[src/rtl/mux_pkg.sv]
// mux_pkg: shared constants and helpers for the round-robin stream mux.
//   MODE_SEL / MODE_RR : values of the mode input.
//   clog2_min1(n)      : index width for n entries, never less than 1.
package mux_pkg;

    localparam logic MODE_SEL = 1'b0;
    localparam logic MODE_RR  = 1'b1;

    function automatic int clog2_min1(input int n);
        return (n <= 2) ? 1 : $clog2(n);
    endfunction

endpackage

[src/rtl/rr_pick.sv]
// rr_pick: combinational rotate-priority picker.
//   req       in   N      request vector.
//   ptr       in   SELW   last granted index; scanning starts at ptr+1, ptr is last.
//   gnt_valid out  1      some request was found.
//   gnt_idx   out  SELW   index of the winner (0 when none).
//   gnt       out  N      one-hot winner (all 0 when none).
module rr_pick
    import mux_pkg::*;
#(
    parameter int N = 4,
    localparam int SELW = clog2_min1(N)
) (
    input  logic [N-1:0]    req,
    input  logic [SELW-1:0] ptr,
    output logic            gnt_valid,
    output logic [SELW-1:0] gnt_idx,
    output logic [N-1:0]    gnt
);

    always_comb begin
        gnt_valid = 1'b0;
        gnt_idx   = '0;
        gnt       = '0;
        // offset 1..N covers every channel once, with ptr itself visited last
        for (int k = 1; k <= N; k++) begin
            if (!gnt_valid && req[(int'(ptr) + k) % N]) begin
                gnt_valid = 1'b1;
                gnt_idx   = SELW'((int'(ptr) + k) % N);
            end
        end
        if (gnt_valid) gnt[gnt_idx] = 1'b1;
    end

endmodule

[src/rtl/rr_stream_mux.sv]
// rr_stream_mux: N-channel, W-bit registered stream mux with valid/ready.
//   clk, reset_n          clock, async active-low reset.
//   in_data  [N*W]        channel i at in_data[i*W +: W].
//   in_valid [N]          per-channel valid.
//   in_ready [N]          per-channel accept, at most one bit set.
//   mode                  MODE_SEL (use sel) or MODE_RR (round-robin).
//   sel      [SELW]       channel index for MODE_SEL.
//   out_data/out_src      registered word and the channel it came from.
//   out_valid/out_ready   output handshake.
module rr_stream_mux
    import mux_pkg::*;
#(
    parameter int W = 8,
    parameter int N = 4,
    localparam int SELW = clog2_min1(N)
) (
    input  logic            clk,
    input  logic            reset_n,
    input  logic [N*W-1:0]  in_data,
    input  logic [N-1:0]    in_valid,
    output logic [N-1:0]    in_ready,
    input  logic            mode,
    input  logic [SELW-1:0] sel,
    output logic [W-1:0]    out_data,
    output logic [SELW-1:0] out_src,
    output logic            out_valid,
    input  logic            out_ready
);

    logic [N-1:0][W-1:0] ch_data;
    logic [SELW-1:0]     ptr;
    logic                ld;

    logic                rr_valid;
    logic [SELW-1:0]     rr_idx;
    logic [N-1:0]        rr_gnt;

    logic                sel_valid;
    logic [N-1:0]        sel_gnt;

    logic                grant_valid;
    logic [SELW-1:0]     grant_idx;
    logic [N-1:0]        grant_oh;

    assign ch_data = in_data;

    // register may load when empty or when the consumer drains it this cycle
    assign ld = !out_valid || out_ready;

    rr_pick #(.N(N)) u_pick (
        .req       (in_valid),
        .ptr       (ptr),
        .gnt_valid (rr_valid),
        .gnt_idx   (rr_idx),
        .gnt       (rr_gnt)
    );

    // explicit select; an index past the last channel never grants
    always_comb begin
        sel_valid = 1'b0;
        sel_gnt   = '0;
        if (int'(sel) < N) begin
            sel_valid = in_valid[sel];
            if (sel_valid) sel_gnt[sel] = 1'b1;
        end
    end

    always_comb begin
        if (mode == MODE_RR) begin
            grant_valid = rr_valid;
            grant_idx   = rr_idx;
            grant_oh    = rr_gnt;
        end else begin
            grant_valid = sel_valid;
            grant_idx   = sel;
            grant_oh    = sel_gnt;
        end
    end

    // gated by reset_n so no producer sees an accept while reset is held
    assign in_ready = (reset_n && ld && grant_valid) ? grant_oh : '0;

    always_ff @(posedge clk or negedge reset_n) begin
        if (!reset_n) begin
            out_valid <= 1'b0;
            out_data  <= '0;
            out_src   <= '0;
            ptr       <= SELW'(N - 1);   // first RR grant after reset lands on 0
        end else if (ld) begin
            if (grant_valid) begin
                out_valid <= 1'b1;
                out_data  <= ch_data[grant_idx];
                out_src   <= grant_idx;
                ptr       <= grant_idx;
            end else begin
                out_valid <= 1'b0;
            end
        end
    end

endmodule

[config.mk]
export PLATFORM = sky130hd
export DESIGN_NAME = rr_stream_mux
export DESIGN_NICKNAME = d
export VERILOG_FILES = /design/src/rtl/mux_pkg.sv /design/src/rtl/rr_pick.sv /design/src/rtl/rr_stream_mux.sv
export SDC_FILE = /design/constraint.sdc
export NUM_CORES = 1
export LEC_CHECK = 0
export BUFFER_PORTS_ARGS = -buffer_cell sky130_fd_sc_hd__buf_2
export CAP_MARGIN = 25
export CORE_MARGIN = 10
export CORE_UTILIZATION = 45
export DETAILED_ROUTE_END_ITERATION = 8
export PLACE_DENSITY = 0.79
export SYNTH_ARGS = -nofsm -noshare
export SYNTH_HDL_FRONTEND = slang
export SYNTH_SLANG_ARGS = --single-unit
[constraint.sdc]
create_clock -name clk -period 5.4 [get_ports clk]
set_clock_uncertainty 0.05 [all_clocks]
set_input_delay 1.62 -clock clk [delete_from_list [all_inputs] [get_ports clk]]
set_output_delay 1.62 -clock clk [all_outputs]
set_load 0.02 [all_outputs]
==> impl_metrics.tcl, run 1 <==
set metrics [dict create \
    avgSynthCellArea_um2 8.93 \
    num_antenna_cells 0 \
    via_count 1278 \
    worstSkewPairLatency_ps 270 \
    cts_root_buf "clkbuf_4" \
    worst-path-max-fanout 15 \
    cts_buffer_depth 2 \
    stdcell_count 211 \
    yosysWarnings 0 \
    worstReg2RegEnd "out_data[1]" \
    synth_cells 127 \
    fin_crit_ps 5010 \
    ff2ff_setup_slack_ps 3060 \
    maxSlewViolCount 0 \
    setup_ws_ps 390 \
    chipHeight_um 70.2 \
    port-buffer-count 56 \
    p_int_mw 0.238 \
    cp-start-kind "primary input" \
    synth_edf_count 0 \
    synth_area_leaders "dfrtp_1 24%, mux2i_1 16%, a221o_1 6.2%" \
    peakVddDrop_mv 0.165 \
    cts_buffers 3 \
    start_util 0.466 \
    cts_hold_buf 0 \
    grt_pass1_vias 1367 \
    synth_ff_type "dfrtp_1" \
    drive_gt1_frac 0.387 \
    slowest_delay_ps 570 \
    drt_iter0_drc 87 \
    yosysTopAreaCell "dfrtp_1" \
    antenna_found_initial 0 \
    reg2regPathDepth 7 \
    grt_overflow_total 0 \
    cap_violations 0 \
    holdPathStages 2 \
    viasPerCell 6.06 \
    rsz0062_at_grt "no" \
    cts_setup_buffers 0 \
    numClockSinks 13 \
    synthArstFlopShare 1.00 \
    worst_hold_startpoint "out_src[0]" \
    hold_class "register to register" \
    tightestPinTransition_ps 707 \
    ys_types 43 \
    whs_ps 455 \
    grt_pass1_wl_um 6090 \
    switching_share 0.413 \
    fillCellCount 244 \
    clk_pin_slew_worst_paths_ps 90 \
    crit_path_end_kind "output pin" \
    fp.coreArea_um2 2430 \
    ys_seq_area_frac 0.289 \
    syn2layout_area_growth_pct 27.8 \
    std_cell_rows 18 \
    cts_resized 0 \
    final_antenna_net_count 0 \
    synth_nets 169 \
    relSlewSlack 0.527 \
    critPathBufInv 4 \
    grt_usage 0.144 \
    htreeDepth 1 \
    die_w_um 70.2 \
    seqPwrFrac 0.356 \
    syn_area_um2 1130 \
    cts_tree "built" \
    dpl_worst_slack_ps 205 \
    whs_endpoint "out_src[0]" \
    p_clk_frac 0.150 \
    fmax_mhz 200 \
    dp_hpwl_um 2950 \
    cp_data_arrival_time_ps 3340 \
    worst_path_most_repeated_cell "buf_2" \
    leakage_nw 0.736 \
    die_area_um2 4930 \
    required_ps 3730 \
    setup_viol 0 \
    period_share 0.928 \
    critPathTopFamily "simple AND/OR/NAND/NOR gates" \
    io_pins 57 \
    power.density_nw_per_um2 280 \
    gp_congestion 0.891 \
    nets 224 \
    drt_wl_total_um 3650 \
    p_switching_mw 0.167 \
    crit_chain "buf_2 -> inv_1 -> and3_4 -> nor4_1 -> clkbuf_2 -> and3_1 -> buf_2" \
    outcome "complete, no violations" \
    drc_errors 0 \
    synth_seq_cells 13 \
    post_drt_wl_per_cell_um 17.3 \
    path_class "primary input to output pin" \
    r2r_start "ptr[1]" \
    pwr-share-comb 0.493 \
    yosysTopAreaCellShare 0.243 \
    finalSetupTns_ps 0 \
    first_pass_iters 4 \
    grt_max_degree 18 \
    post-place-cells 206 \
    hold_viol 0 \
    cp_slowest_cell "nor4_1" \
]
## Yosys cell counts, types with 2 or more instances
| cell | number |
|---|---|
| a21oi_1 | 2 |
| a221o_1 | 7 |
| and3_1 | 2 |
| and4_1 | 2 |
| buf_2 | 4 |
| clkbuf_1 | 3 |
| dfrtp_1 | 11 |
| dfstp_2 | 2 |
| inv_1 | 5 |
| mux2i_1 | 18 |
| nand2_1 | 12 |
| nand3_1 | 5 |
| nor2_1 | 7 |
| o211ai_1 | 2 |
| o21ai_0 | 4 |
| o221ai_1 | 8 |
| o22ai_1 | 4 |
| o31ai_1 | 3 |
| o32ai_1 | 2 |
## cell families after synthesis
group | synth area share
mux | 0.169
buf+inv | 0.0640
compound gates | 0.287
flops | 0.289
simple gates | 0.191
## cell type report
| type | count | area [um^2] | area share |
|---|---|---|---|
| multi-input combinational | 99 | 733 | 0.506 |
| sequential | 13 | 328 | 0.226 |
| timing repair buffer | 59 | 300 | 0.207 |
| tap | 30 | 37.5 | 0.0259 |
| clock buffer | 3 | 22.5 | 0.0155 |
| inverter | 6 | 22.5 | 0.0155 |
| clock inverter | 1 | 5.00 | 0.00345 |
## power by group through the flow
stage | logic [mW] | clock network (mW) | registers, mW
floorplan | 0.110 | 0 | 0.168
global placement | 0.196 | 0 | 0.144
detailed placement | 0.201 | 0 | 0.144
CTS | 0.201 | 0.0633 | 0.144
global route | 0.219 | 0.0666 | 0.147
finish | 0.200 | 0.0610 | 0.144
## how the worst max path moves through the flow
| stage | endpoint | startpoint | cells past startpoint | slack, ps |
|---|---|---|---|---|
| final | in_ready[3] | mode | 7 | 390 |
| after global routing | in_ready[3] | mode | 7 | 150 |
| after CTS | in_ready[2] | mode | 6 | 210 |
| after detailed placement | in_ready[2] | mode | 6 | 200 |
| after global placement | in_ready[0] | mode | 6 | 330 |
| after floorplan | in_ready[0] | sel[1] | 5 | 650 |
## through the flow
step / power [mW] / util / cell area, um^2
floorplan: 0.278 / - / 1130
global placement: 0.341 / 0.582 / 1420
detailed placement: 0.346 / 0.582 / 1420
CTS: 0.408 / 0.594 / 1440
global route: 0.432 / 0.596 / 1450
finish: 0.405 / 0.596 / 1450
## cell usage in the layout (no fill, tap or decap), types with 2 or more instances in the layout
| master | instances |
|---|---|
| buf_2 | 56 |
| o221ai_1 | 8 |
| mux2i_1 | 18 |
| inv_1 | 5 |
| a221o_1 | 7 |
| o31ai_1 | 3 |
| nand2_1 | 12 |
| clkbuf_4 | 3 |
| nor2_1 | 7 |
| o21ai_0 | 4 |
| buf_4 | 2 |
| and3_1 | 2 |
| o32ai_1 | 2 |
| and4_1 | 2 |
| nand3_1 | 5 |
| dfrtp_1 | 11 |
| a21oi_1 | 2 |
| o22ai_1 | 4 |
| dfstp_2 | 2 |
| o211ai_1 | 2 |
## registers in the layout, indices dropped and copies added, names as in the netlist
name	cells
ptr	2
out_data	8
out_valid	1
out_src	2
## routing by layer
| metal | track usage | up-vias | routed length, um |
|---|---|---|---|
| li1 | - | 612 | - |
| met1 | 0.167 | 605 | 1590 |
| met2 | 0.225 | 57 | 1730 |
| met3 | 0.0593 | 4 | 305 |
| met4 | 0.0636 | 0 | 29 |
| met5 | 0 | - | 0 |
## tightest hold or removal path, stage by stage (launching register included)
cell,delay (ps)
dfrtp_1,360
nand2_1,50
o21ai_0,60
Note: power is estimated with default switching activity, not from simulation.
==> run 2, diff against run 1 <==
CTS_CLUSTER_SIZE = 14   (was not set)
clock period = 5.8 ns   (was 5.4 ns; I/O delays follow)
==> impl_metrics.tcl, run 2 (synthesized netlist as in run 1, its figures left out) <==
set metrics [dict create \
    outcome "complete, no violations" \
    crit_chain "buf_2 -> inv_1 -> and3_4 -> nor4_1 -> and4_1 -> buf_2" \
    antenna_found_initial 0 \
    crit_path_end_kind "output pin" \
    gp_congestion 0.876 \
    post_drt_wl_per_cell_um 17.7 \
    grt_pass1_vias 1368 \
    post-place-cells 205 \
    slowest_delay_ps 940 \
    leakage_nw 0.727 \
    worstSkewPairLatency_ps 270 \
    drt_iter0_drc 125 \
    r2r_start "ptr[1]" \
    worst-path-max-fanout 15 \
    maxSlewViolCount 0 \
    std_cell_rows 18 \
    chipHeight_um 70.2 \
    cp_data_arrival_time_ps 3710 \
    fmax_mhz 182 \
    tightestPinTransition_ps 1130 \
    p_clk_frac 0.150 \
    start_util 0.466 \
    final_antenna_net_count 0 \
    syn2layout_area_growth_pct 26.7 \
    relSlewSlack 0.237 \
    grt_pass1_wl_um 6130 \
    regArea_um2 328 \
    hold_viol 0 \
    reg_top3 "out_data: 8 flops, out_src: 2 flops, ptr: 2 flops" \
    ff2ff_setup_slack_ps 3450 \
    holdPathStages 2 \
    clk_pin_slew_worst_paths_ps 90 \
    first_pass_iters 4 \
    path_class "primary input to output pin" \
    seqPwrFrac 0.354 \
    peakVddDrop_mv 0.173 \
    worst_path_most_repeated_cell "buf_2" \
    grt_usage 0.142 \
    port-buffer-count 56 \
    io_pins 57 \
    stdcell_count 209 \
    layout_common_cells "56 x buf_2, 18 x mux2i_1, 12 x nand2_1, 11 x dfrtp_1, 8 x o221ai_1" \
    cap_violations 0 \
    nets 222 \
    p_int_mw 0.221 \
    drive_gt1_frac 0.380 \
    cts_resized 0 \
    drc_errors 0 \
    multi_input_area_um2 733 \
    reg2regPathDepth 7 \
    rsz0062_at_grt "no" \
    hold_class "register to register" \
    cts_buffer_depth 2 \
    die_w_um 70.2 \
    largest_reg_flops 8 \
    power.density_nw_per_um2 263 \
    regMostFlops "out_data" \
    period_share 0.948 \
    worstReg2RegEnd "out_data[7]" \
    via_count 1278 \
    htreeDepth 1 \
    fp.coreArea_um2 2430 \
    cp_slowest_cell "nor4_1" \
    numClockSinks 13 \
    fin_crit_ps 5500 \
    required_ps 4010 \
    die_area_um2 4930 \
    dp_hpwl_um 2990 \
    cts_buffers 3 \
    cts_setup_buffers 0 \
    final_common_cell "buf_2" \
    num_antenna_cells 0 \
    finalSetupTns_ps 0 \
    grt_overflow_total 0 \
    grt_max_degree 20 \
    cp-start-kind "primary input" \
    cts_hold_buf 0 \
    viasPerCell 6.11 \
    fillCellCount 245 \
    whs_endpoint "out_src[0]" \
    cts_tree "built" \
    cts_root_buf "clkbuf_4" \
    switching_share 0.415 \
    worstSetupStartpoint "mode" \
    setup_viol 0 \
    p_switching_mw 0.157 \
    pwr-share-comb 0.496 \
    drt_wl_total_um 3700 \
    worst_hold_startpoint "out_src[0]" \
]
==> run 2: how the worst max path moves through the flow <==
stage	endpoint	slack, ps	depth (start not counted)
6_report	in_ready[2]	300	6
5_1_grt	in_ready[2]	200	6
4_1_cts	in_ready[2]	360	6
3_5_place_dp	in_ready[2]	360	6
3_3_place_gp	in_ready[0]	500	6
2_1_floorplan	in_ready[0]	810	5
==> run 2: metal layers <==
metal	GRT usage	wire (um)
met3	0.0395	266
met1	0.173	1660
met5	0	0
met2	0.238	1760
met4	0.0373	18
==> run 2: through the flow <==
stage / area [um^2] / setup slack (ps) / utilization / hold WS, ps / power [mW]
after global placement: 1410 / 504 / 0.579 / 440 / 0.317
after CTS: 1440 / 357 / 0.591 / 449 / 0.380
final: 1440 / 303 / 0.591 / 446 / 0.377
after floorplan: 1130 / 805 / - / 486 / 0.259
after global routing: 1440 / 197 / 0.591 / 473 / 0.404
after detailed placement: 1410 / 357 / 0.579 / 429 / 0.322
==> run 2: final cells by class <==
| type | instances | share of cell area |
|---|---|---|
| Tap cell | 30 | 0.0261 |
| Clock buffer | 3 | 0.0157 |
| Inverter | 6 | 0.0157 |
| Timing Repair Buffer | 57 | 0.200 |
| Sequential cell | 13 | 0.228 |
| Clock inverter | 1 | 0.00348 |
| Multi-Input combinational cell | 99 | 0.510 |
==> run 2: critical path: cells and delay by family <==
kind / cells / cell delay [ps]
AND/OR/NAND/NOR: 3 / 1440
buffers and inverters: 3 / 530
==> run 2: power groups by stage <==
stage               Combinational [mW]  Clock, mW  Sequential, mW
CTS                              0.188     0.0586           0.133
global route                     0.203     0.0639           0.137
global placement                 0.183          0           0.134
floorplan                        0.103          0           0.156
detailed placement               0.188          0           0.134
finish                           0.187     0.0568           0.134
==> run 3, diff against run 2 <==
==> constraint.sdc (replaced) <==
create_clock -name clk -period 5.8 [get_ports clk]
set_clock_uncertainty 0.05 [all_clocks]
set_input_delay 0 -clock clk [delete_from_list [all_inputs] [get_ports clk]]
set_output_delay 0 -clock clk [all_outputs]
set_load 0.02 [all_outputs]
==> impl_metrics.tcl, run 3 (synthesized netlist as in run 1, its figures left out) <==
set metrics [dict create \
    crit_path_end_kind "register" \
    path_class "register to register" \
    std_cell_rows 18 \
    drt_iter0_drc 156 \
    worstSetupStartpoint "ptr[1]" \
    relSlewSlack 0.521 \
    via_count 1339 \
    leakage_nw 0.803 \
    busiest_layer "met2" \
    drt_wl_total_um 3940 \
    num_antenna_cells 0 \
    grt_use_met2 0.251 \
    regMostFlops "out_data" \
    final_antenna_net_count 0 \
    cts_resized 0 \
    worst-path-max-fanout 8 \
    cp-start-kind "register" \
    drive_gt1_frac 0.352 \
    peakVddDrop_mv 0.163 \
    cts_buffer_depth 2 \
    cts_tree "built" \
    cts_root_buf "clkbuf_4" \
    drc_errors 0 \
    cp_data_arrival_time_ps 3080 \
    gp_congestion 0.900 \
    r2r_start "ptr[1]" \
    io_pins 57 \
    worstReg2RegEnd "out_data[1]" \
    power.density_nw_per_um2 255 \
    grt_pass1_vias 1467 \
    grt_usage 0.159 \
    cts_setup_buffers 0 \
    numClockSinks 13 \
    outcome "complete, no violations" \
    cap_violations 0 \
    maxSlewViolCount 0 \
    use_met1 0.180 \
    syn2layout_area_growth_pct 41.3 \
    crit_path_end "out_data[1]" \
    cts_buffers 3 \
    period_share 0.511 \
    first_pass_iters 4 \
    cts_hold_buf 16 \
    clk_pin_slew_worst_paths_ps 90 \
    grt_max_degree 20 \
    reg_top3 "out_data: 8 flops, out_src: 2 flops, ptr: 2 flops" \
    reg2regPathDepth 8 \
    fp.coreArea_um2 2430 \
    nets 239 \
    die_area_um2 4930 \
    fin_total_pwr_mw 0.409 \
    grt_pass1_wl_um 6760 \
    ff2ff_setup_slack_ps 2840 \
    port-buffer-count 56 \
    die_w_um 70.2 \
    setup_viol 0 \
    htreeDepth 1 \
    grtUsageMet3 0.0664 \
    dp_hpwl_um 2890 \
    fmax_mhz 337 \
    tightestPinTransition_ps 715 \
    worstSkewPairLatency_ps 280 \
    viasPerCell 5.92 \
    fin_crit_ps 2960 \
    start_util 0.466 \
    grt_overflow_total 0 \
    hold_class "primary input to register" \
    layout_common_cells "56 x buf_2, 18 x mux2i_1, 16 x dlygate4sd3_1, 12 x nand2_1, 11 x dfrtp_1" \
    required_ps 5910 \
    antenna_found_initial 0 \
    post_drt_wl_per_cell_um 17.4 \
    hold_viol 0 \
    final_common_cell "buf_2" \
    chipHeight_um 70.2 \
    largest_reg_flops 8 \
    rsz0062_at_grt "no" \
    finalSetupTns_ps 0 \
]
run 3: layout make-up:
class / instances / area, um^2
clock buffer: 3 / 22.5
clock inverter: 1 / 5.00
fill: 210 / 831
inverter: 6 / 22.5
multi-input combinational: 99 / 733
sequential: 13 / 328
tap: 30 / 37.5
timing repair buffer: 74 / 453
run 3: worst min-delay path by stage:
stage | cells past startpoint | to | startpoint | slack (ps)
3_5_place_dp | 1 | out_data[2] | reset_n | -120
3_3_place_gp | 1 | out_data[2] | reset_n | -130
5_1_grt | 3 | out_data[6] | in_data[22] | 50
6_report | 3 | out_data[6] | in_data[22] | 20
2_1_floorplan | 0 | out_data[0] | reset_n | -350
4_1_cts | 3 | out_data[6] | in_data[22] | 30
run 3: worst max-delay path, stage by stage, from the launching register on:
cell	delay [ps]
dfstp_2	610
mux2i_1	200
o22ai_1	110
nor2_1	370
buf_4	280
mux2i_1	240
o221ai_1	150
a221o_1	290
dlygate4sd3_1	550
run 3: per-stage QoR:
step | cell area (um^2) | worst slack [ps] | hold slack [ps] | util | instances
global placement | 1400 | 3130 | -126 | 0.576 | 204
finish | 1600 | 2840 | 23.1 | 0.658 | 226
global route | 1600 | 2720 | 53.1 | 0.658 | 226
detailed placement | 1400 | 3000 | -119 | 0.576 | 204
CTS | 1590 | 2430 | 34.0 | 0.653 | 224
floorplan | 1130 | 3650 | -346 | - | 127
run 3: where the power goes:
part	internal, mW	total, mW	switching (mW)	leakage [nW]
combinational	0.101	0.216	0.115	0.633
sequential	0.117	0.134	0.0173	0.153
clock	0.0256	0.0579	0.0323	0.0177
run 3: per-layer routing:
layer / vias to the layer above / part of all wire
met5: - / 0
met4: 0 / 0.023
met3: 14 / 0.10
met2: 77 / 0.46
met1: 609 / 0.42
li1: 639 / -
